===== src/rtl/inimigo_pkg.sv =====
// Shared enemy/controller definitions: FSM encodings, screen limits and
// the per-axis approach step used while chasing.
package inimigo_pkg;

  typedef enum logic [1:0] {
    PATRULHA = 2'd0,
    PERSEGUE = 2'd1,
    ATINGIDO = 2'd2
  } estado_t;

  localparam int X_MAX   = 640;
  localparam int Y_MAX   = 480;
  localparam int TAM_PAD = 30;
  localparam int VEL_PAD = 2;

  function automatic logic signed [10:0] abs11(input logic signed [10:0] v);
    return v[10] ? -v : v;
  endfunction

  // Step toward alvo by passo, snapping when closer than one step, then clamp to [0, limite].
  function automatic logic [9:0] aproxima(input logic [9:0] atual,
                                          input logic [9:0] alvo,
                                          input logic signed [10:0] passo,
                                          input logic signed [10:0] limite);
    logic signed [10:0] d;
    logic signed [10:0] n;
    d = $signed({1'b0, alvo}) - $signed({1'b0, atual});
    if (abs11(d) >= passo)
      n = d[10] ? $signed({1'b0, atual}) - passo : $signed({1'b0, atual}) + passo;
    else
      n = $signed({1'b0, alvo});
    if (n[10])
      n = '0;
    else if (n > limite)
      n = limite;
    return n[9:0];
  endfunction

endpackage


===== src/rtl/inimigo_controlador_gerador_tick.sv =====
// Movement tick generator: free-running divider that freezes while paused.
module gerador_tick #(
  parameter int TICK_DIV = 833333
) (
  input  logic CLOCK_50,
  input  logic i_rst,
  input  logic i_pausa,
  output logic o_tick
);

  localparam int CW = (TICK_DIV > 1) ? $clog2(TICK_DIV) : 1;
  localparam logic [CW-1:0] ULTIMO = CW'(TICK_DIV - 1);

  logic [CW-1:0] r_cnt;

  assign o_tick = ~i_pausa & (r_cnt == ULTIMO);

  always_ff @(posedge CLOCK_50 or posedge i_rst) begin
    if (i_rst)
      r_cnt <= '0;
    else if (!i_pausa)
      r_cnt <= (r_cnt == ULTIMO) ? '0 : r_cnt + CW'(1);
  end

endmodule


===== src/rtl/inimigo_controlador.sv =====
// Enemy behaviour controller: patrol / chase / hit-stun FSM advancing on the
// movement tick, publishing the enemy bounding box.
module inimigo_controlador
  import inimigo_pkg::*;
#(
  parameter int TICK_DIV = 833333,
  parameter int VEL      = VEL_PAD,
  parameter int RAIO     = 120,
  parameter int COOLDOWN = 30,
  parameter int X_INI    = 300,
  parameter int Y_INI    = 300,
  parameter int TAM      = TAM_PAD
) (
  input  logic       CLOCK_50,
  input  logic       resetInimigo,
  input  logic       pausa,
  input  logic [9:0] jogador_x,
  input  logic [9:0] jogador_y,
  input  logic       colisao,
  output logic [9:0] largura,
  output logic [9:0] altura,
  output logic [9:0] x,
  output logic [9:0] y,
  output logic       direcao,
  output logic [1:0] estado,
  output logic       tick
);

  localparam int CDW = $clog2(COOLDOWN + 1);
  localparam logic signed [10:0] S_VEL  = 11'(VEL);
  localparam logic signed [10:0] S_RAIO = 11'(RAIO);
  localparam logic signed [10:0] X_LIM  = 11'(X_MAX - TAM);
  localparam logic signed [10:0] Y_LIM  = 11'(Y_MAX - TAM);
  localparam logic [9:0]         X_LIM10 = 10'(X_MAX - TAM);

  logic [9:0]         r_x, r_y;
  logic               r_dir;
  estado_t            r_estado;
  logic [CDW-1:0]     r_cd;
  logic               w_tick;
  logic signed [10:0] w_dx, w_dy, w_px;
  logic               w_perto;

  gerador_tick #(.TICK_DIV(TICK_DIV)) u_tick (
    .CLOCK_50(CLOCK_50),
    .i_rst   (resetInimigo),
    .i_pausa (pausa),
    .o_tick  (w_tick)
  );

  assign w_dx    = $signed({1'b0, jogador_x}) - $signed({1'b0, r_x});
  assign w_dy    = $signed({1'b0, jogador_y}) - $signed({1'b0, r_y});
  assign w_perto = (abs11(w_dx) < S_RAIO) && (abs11(w_dy) < S_RAIO);
  assign w_px    = $signed({1'b0, r_x}) + (r_dir ? -S_VEL : S_VEL);

  // A tick that changes state does not also move the enemy; collisions
  // override any tick work in the same cycle.
  always_ff @(posedge CLOCK_50 or posedge resetInimigo) begin
    if (resetInimigo) begin
      r_x      <= 10'(X_INI);
      r_y      <= 10'(Y_INI);
      r_dir    <= 1'b0;
      r_estado <= PATRULHA;
      r_cd     <= '0;
    end else if (!pausa) begin
      if (colisao) begin
        r_estado <= ATINGIDO;
        r_cd     <= CDW'(COOLDOWN);
      end else begin
        case (r_estado)
          PATRULHA: if (w_tick) begin
            if (w_perto) begin
              r_estado <= PERSEGUE;
            end else if (w_px >= X_LIM) begin
              r_x   <= X_LIM10;
              r_dir <= 1'b1;
            end else if (w_px[10] || w_px == '0) begin
              r_x   <= '0;
              r_dir <= 1'b0;
            end else begin
              r_x <= w_px[9:0];
            end
          end
          PERSEGUE: if (w_tick) begin
            if (!w_perto) begin
              r_estado <= PATRULHA;
            end else begin
              r_x <= aproxima(r_x, jogador_x, S_VEL, X_LIM);
              r_y <= aproxima(r_y, jogador_y, S_VEL, Y_LIM);
            end
          end
          ATINGIDO: if (w_tick) begin
            if (r_cd <= CDW'(1)) begin
              r_cd     <= '0;
              r_estado <= PATRULHA;
            end else begin
              r_cd <= r_cd - CDW'(1);
            end
          end
          default: r_estado <= PATRULHA;
        endcase
      end
    end
  end

  assign largura = 10'(TAM);
  assign altura  = 10'(TAM);
  assign x       = r_x;
  assign y       = r_y;
  assign direcao = r_dir;
  assign estado  = r_estado;
  assign tick    = w_tick;

endmodule


===== config.mk =====
export PLATFORM = sky130hd
export DESIGN_NAME = inimigo_controlador
export DESIGN_NICKNAME = d
export VERILOG_FILES = /design/src/rtl/inimigo_pkg.sv /design/src/rtl/inimigo_controlador_gerador_tick.sv /design/src/rtl/inimigo_controlador.sv
export SDC_FILE = /design/constraint.sdc
export NUM_CORES = 1
export LEC_CHECK = 0
export BUFFER_PORTS_ARGS = -buffer_cell sky130_fd_sc_hd__clkbuf_2
export CORE_ASPECT_RATIO = 1.2
export CORE_UTILIZATION = 55
export DETAILED_ROUTE_END_ITERATION = 10
export GPL_ROUTABILITY_DRIVEN = 1
export HOLD_SLACK_MARGIN = 0.12
export PLACE_DENSITY_LB_ADDON = 0.1
export SLEW_MARGIN = 40
export SYNTH_ARGS = -nofsm -noshare
export SYNTH_HDL_FRONTEND = slang
export SYNTH_HIERARCHICAL = 1
export SYNTH_SLANG_ARGS = --single-unit

===== constraint.sdc =====
create_clock -name CLOCK_50 -period 4.2 [get_ports CLOCK_50]
set_clock_uncertainty 0.2 [all_clocks]
set_input_delay 0.42 -clock CLOCK_50 [delete_from_list [all_inputs] [get_ports CLOCK_50]]
set_output_delay 0.42 -clock CLOCK_50 [all_outputs]
set_load 0.005 [all_outputs]

[Yosys cells after proc, flatten, opt, wreduce, memory -nomap -nowiden]
Cells that the tools add are included.
W data, S select, Z words.
Operators by class
  equality and inequality tests: 13
  multiplexer cells: 43
  add/sub/neg operators: 11
  reductions and logical operators: 13
  bitwise logic cells: 4
  $lt $le $gt $ge: 8
Operators with widths (count)
  $mux W11: 17
  $mux W10: 10
  $add A10 B2 Y11 const B: 2
  $ge A11 B3 Y1 const B: 2
  $lt A11 B8 Y1 const B: 2
  $neg A11 Y11: 2
  $sub A10 B10 Y11: 2
  $sub A10 B2 Y11 const B: 2
  $add A20 B1 Y20 const B: 1
  $eq A20 B20 Y1 const B: 1
  $mux W20: 1
  $mux W5: 4
  $pmux W10 S2: 1
  $ne A3 B3 Y1 const B: 6
  $mux W2: 7
  $reduce_and A7 Y1: 2
  $add A11 B11 Y11: 1
  $ge A11 B11 Y1 const B: 1
  $gt A11 B10 Y1 const B: 1
  $gt A11 B11 Y1 const B: 1
  $logic_not A11 Y1: 1
  $ne A2 B2 Y1 const B: 4
  $reduce_bool A2 Y1: 4
  $pmux W2 S3: 1
  13 further kinds: 16
Word-level totals
  input port bits: 24
  word-level logic and storage cells: 98
  flip-flop bits (word level): 48
  output and inout bits: 44

[Logic depth before layout (Yosys ltp)]
  word-level depth: 16
  mapped depth: 22
  mapped depth without buffers: 20

[Hierarchy]
Netlist, hierarchy kept.
Modules (own cells, without submodules)
  inimigo_controlador: seq. area each 710.7 um^2, area each 4904.7 um^2, cells each 636, instances 1
  gerador_tick: seq. area each 500.5 um^2, area each 1096.1 um^2, cells each 115, instances 1

[Least setup slack after synthesis]
OpenSTA, ideal clock, no wires.
  path type: input port to flip-flop
  from: input jogador_y[0]
  to: register r_y[5] (netlist: y[5])
  path buffers: 1
  cell stages on the path: 19
  data arrival time: 4.242 ns
  data required time: 3.909 ns
  library setup time: 0.091 ns
  setup slack: -0.332 ns
  cell sequence: inv_1 -> ha_1 -> inv_1 -> fa_1 -> a211oi_1 -> o21ai_1 -> o2111ai_1 -> and2_1 -> buf_2 -> ha_1 -> a21o_1 -> a21oi_1 -> o21ai_0 -> o41ai_1 -> o21ai_0 -> xnor2_1 -> o211ai_1 -> mux2_2 -> o31ai_1
On the way
  cells in the longest elaborated chain, start to end: 13
  elaborated cells on any way between the ends: 17
  classes of those cells: add/sub: 2; order compare: 3; mux: 10; reduce/logical: 2
RTL lines
  start: declaration: line inimigo_controlador.sv:18  | input logic [9:0] jogador_y,
  $sub A10 B10 Y11: line inimigo_pkg.sv:27, inimigo_controlador.sv:52
  $neg A11 Y11: line inimigo_pkg.sv:17  | return v[10] ? -v : v;
  $mux W11: line inimigo_pkg.sv:17
  $ge A11 B3 Y1: line inimigo_pkg.sv:28  | if (abs11(d) >= passo)
  $mux W11: line inimigo_pkg.sv:28
  $mux W11: line inimigo_controlador.sv:85  | if (!w_perto) begin
  $mux W11: line inimigo_controlador.sv:84  | PERSEGUE: if (w_tick) begin
  $mux W11: line inimigo_controlador.sv:70  | case (r_estado)
  $mux W11: line inimigo_controlador.sv:66  | if (colisao) begin
  $mux W11: line inimigo_controlador.sv:65  | end else if (!pausa) begin
  $gt A11 B10 Y1: line inimigo_pkg.sv:34  | else if (n > limite)
  $mux W10: line inimigo_pkg.sv:34
  $mux W10: line inimigo_pkg.sv:32  | if (n[10])
  end signal: assignment: line inimigo_controlador.sv:61  | r_y <= 10'(Y_INI);
  end signal: assignment: line inimigo_controlador.sv:89  | r_y <= aproxima(r_y, jogador_y, S_VEL, Y_LIM);
  end: declaration: line inimigo_controlador.sv:36  | logic [9:0] r_x, r_y;
Parallel ways exist; a longest one is shown, timed or not. The select of a mux whose other input is x is not followed.
A chain may end at the register's enable or synchronous reset.

[Worst setup path after layout]
  from: register r_x[0] (netlist: x[0])
  to: register r_x[6] (netlist: x[6])
On the way
  cells in the longest elaborated chain, start to end: 16
  elaborated cells on any way between the ends: 32
  classes of those cells: add/sub: 5; order compare: 4; eq/ne: 2; mux: 17; reduce/logical: 4
RTL lines
  start: declaration: line inimigo_controlador.sv:36
  start signal: assignment: line inimigo_controlador.sv:60  | r_x <= 10'(X_INI);
  start signal: assignment: line inimigo_controlador.sv:81  | r_x <= w_px[9:0];
  start signal: assignment: line inimigo_controlador.sv:88  | r_x <= aproxima(r_x, jogador_x, S_VEL, X_LIM);
  $sub A10 B10 Y11: line inimigo_pkg.sv:27, inimigo_controlador.sv:51
  $neg A11 Y11: line inimigo_pkg.sv:17
  $mux W11: line inimigo_pkg.sv:17
  $ge A11 B3 Y1: line inimigo_pkg.sv:28
  $mux W11: line inimigo_pkg.sv:28
  $mux W11: line inimigo_controlador.sv:85
  $mux W11: line inimigo_controlador.sv:84
  $mux W11: line inimigo_controlador.sv:70
  $mux W11: line inimigo_controlador.sv:66
  $mux W11: line inimigo_controlador.sv:65
  $gt A11 B11 Y1: line inimigo_pkg.sv:34
  $mux W10: line inimigo_pkg.sv:34
  $mux W10: line inimigo_pkg.sv:32
  $mux W10: line inimigo_controlador.sv:85
  $mux W10: line inimigo_controlador.sv:84
  $pmux W10 S2: line inimigo_controlador.sv:70
Parallel ways exist; a longest one is shown, timed or not. The select of a mux whose other input is x is not followed.

==> results.tsv <==
metric	value	unit
outcome	complete, no violations	
tightestPinTransition	0.789	ns
vdd_drop_max	284	uV
rsz0062_at_grt	true	
vias	6388	
critPathRequiredTime	4.18	ns
finalPower	0.00164	W
multi_input_comb_area	0.00488	mm^2
io_pins	68	
crit_arrival	4.15	ns
cts.clk_slew.worst_paths	0.07	ns
grt_max_degree	29	
area_delta_synth_final	32.2	%
cts_tree	yes	
power_density	207	mW/mm^2
core	0.0106	mm^2
final_common_cell	buf_4	
grt_pass1_wl	28200	um
setup_viol	0	
crit_type	reg2reg	
drt-initial-drc-count	283	
fp.dieH	116	um
cts_buffers	5	
wl_per_cell	16.7	um
htreeDepth	2	
cp-start-kind	flip-flop	
gp_congestion	0.926	
synth.distinct_cells	80	
finalInstanceArea	0.00794	mm^2
crit_buf_inv	3	
final_cells	1052	
drv_slew	0	
hold_start	colisao	
postPlaceCellArea	0.00723	mm^2
fin_ws	0.0251	ns
place_ws	-0.472	ns
ys_ff_latch	48	
timing.rr.start	x[0]$_DFFE_PP0P_	
antenna_found_initial	0	
drt_wl_total	17600	um
yosysSeqAreaShare	20.2	%
hpwlAfterDp	13600	um
finalHoldViolCount	0	
grtUsageTotal	30.1	%
cp_cell_sequence	ha_2 > inv_2 > fa_2 > a211o_1 > buf_6 > a2111o_1 > a31oi_2 > xor2_1 > nand2_1 > or3_4 > a221oi_4 > buf_6 > and2b_1 > a211o_1 > a221o_1	
cpMaxStageDelayCell	dfrtp_1	
ys.flop_type	dfrtp_1	
synth.avg_cell_area	7.99	um^2
drv_cap	0	
cpLargestDelayFamily	compound AO/OA/AOI/OAI gates	
cts.path.max_buffers	2	
r2r_slack	0.03	ns
placed_cells	1022	
final_cell_mix	buf_4 (131), nor2_1 (68), inv_1 (47), clkbuf_2 (47), ha_1 (43)	
yosys_warnings	6	
final_nets	1002	
endpoint_kind	flip-flop	
fillCellCount	796	
die_area	0.0113	mm^2
period_needed	4.17	ns
avgViaCountPerCell	6.07	
synth_edf_count	0	
postLayoutCoreUtil	75.1	%
leakage	3.59	nW
relSlewSlack	46.9	%
fmax	0.240	GHz
clock_latency	0.29	ns
syn_inst	751	
root_buffer	clkbuf_16	
die_w	97.4	um
clock_sink_count	48	
worstPathMaxFanout	5	
period_share	99.4	%
rows	41	
ant_nets	0	
grt.overflow.total	0	
synth_async_sr_flop_share	100	%
final_layout_size_suffix_gt1_share	31.9	%
diodes	0	
cp-startpoint	x[0]$_DFFE_PP0P_	
hold_path_class	in2reg	
cpPeakStageDelay	0.38	ns
register_area	0.00121	mm^2
numPortBuffers	47	
grt_pass1_vias	6088	
start_util	56.8	%
syn_area	0.00600	mm^2
drc_errors	0	
detail_route.first_pass.iterations	7	
-- what timing repair did --
action	CTS	global route
endpoints found under the setup margin	19	20
pin swaps	15	39
hold buffers	1	0
setup buffers	9	14
endpoints found under the hold margin	40	0
resized for setup	27	46
-- metal layers --
layer | GRT usage [%] | part of all wire, %
met1 | 37.1 | 42
met2 | 55.9 | 52
met3 | 2.93 | 3.9
met4 | 9.31 | 2.1
met5 | 0 | 0
-- worst register-to-register path: cells and delay by family (launching register included) --
| family | cells | cell delay, ns |
|---|---|---|
| buffers and inverters | 3 | 0.35 |
| adder cells (fa/ha/maj) | 2 | 0.52 |
| flip-flops | 1 | 0.38 |
| AND/OR/NAND/NOR | 3 | 0.63 |
| XOR/XNOR | 1 | 0.19 |
| AO/OA/AOI/OAI | 6 | 1.78 |
-- flip-flops by register name (all words and copies together), names as in the netlist --
name and flops:
u_tick/r_cnt 20, y 10, r_cd 5, estado 2, direcao 1, x 10
-- synth_stat cells, types with 6 or more instances --
cell | count | area, um^2
nand3b_1 | 6 | 45.0
inv_1 | 51 | 191
clkbuf_1 | 11 | 41.3
nor3_1 | 23 | 115
a21oi_1 | 45 | 225
ha_1 | 51 | 638
nand2_1 | 43 | 161
a211oi_1 | 12 | 90.1
dfstp_2 | 8 | 210
dfrtp_1 | 40 | 1000
mux2_2 | 6 | 67.6
mux2i_1 | 12 | 120
o31ai_1 | 14 | 105
nand4_1 | 11 | 68.8
buf_2 | 7 | 35.0
o21a_1 | 10 | 75.1
o21ai_1 | 8 | 40.0
nor2b_1 | 9 | 56.3
nand3_1 | 20 | 100
nand2b_1 | 9 | 56.3
xnor2_1 | 36 | 315
a21o_1 | 14 | 105
nor3b_1 | 6 | 45.0
o21ai_0 | 38 | 190
a211o_1 | 14 | 123
buf_4 | 21 | 158
a31oi_1 | 11 | 68.8
nor2_1 | 71 | 267
and2_1 | 8 | 50.1
nor4_1 | 13 | 81.3
xor2_1 | 16 | 140
-- report_power, final --
part           internal, W  switching (W)  leakage, nW
Combinational     0.000288       0.000319         2.93
Sequential        0.000499      0.0000609        0.568
Clock             0.000284       0.000192       0.0840
Total              0.00107       0.000572         3.59
-- cells by family after synthesis --
logic type	after synthesis	share of synthesized area [%]
flip-flops	48	20.2
AND/OR/NAND/NOR	255	22.5
AO/OA/AOI/OAI	225	26.0
XOR/XNOR	54	8.34
multiplexers	19	3.32
buffers and inverters	92	7.21
other	2	0.125
adder cells (fa/ha/maj)	56	12.3
-- metrics by stage --
stage	setup TNS [ns]	hold slack, ns
after floorplan	0	0.184
after global placement	-3.98	0.292
after detailed placement	-5.86	0.306
after CTS	-0.376	0.229
after global routing	-0.916	0.277
final	0	0.231
-- path summary, 6_finish.rpt --
path                                                      to  cells after the start
worst max-delay path                        x[6]$_DFFE_PP0P_                     15
worst min-delay path                   estado[1]$_DFFE_PP0P_                      3
worst max register to register              x[6]$_DFFE_PP0P_                     15
worst min register to register  u_tick/r_cnt[17]$_DFFE_PP0N_                      1
max in group asynchronous                   x[3]$_DFFE_PP1P_                      4
min in group asynchronous       u_tick/r_cnt[16]$_DFFE_PP0N_                      3
-- layout make-up --
cell class,count,share of cell area (%)
clock buffer,5,1.58
clock inverter,3,0.599
sequential,48,15.3
inverter,53,2.54
multi-input combinational,629,61.5
timing repair buffer,185,16.4
tap,129,2.03
(Power assumes the default switching activity.)
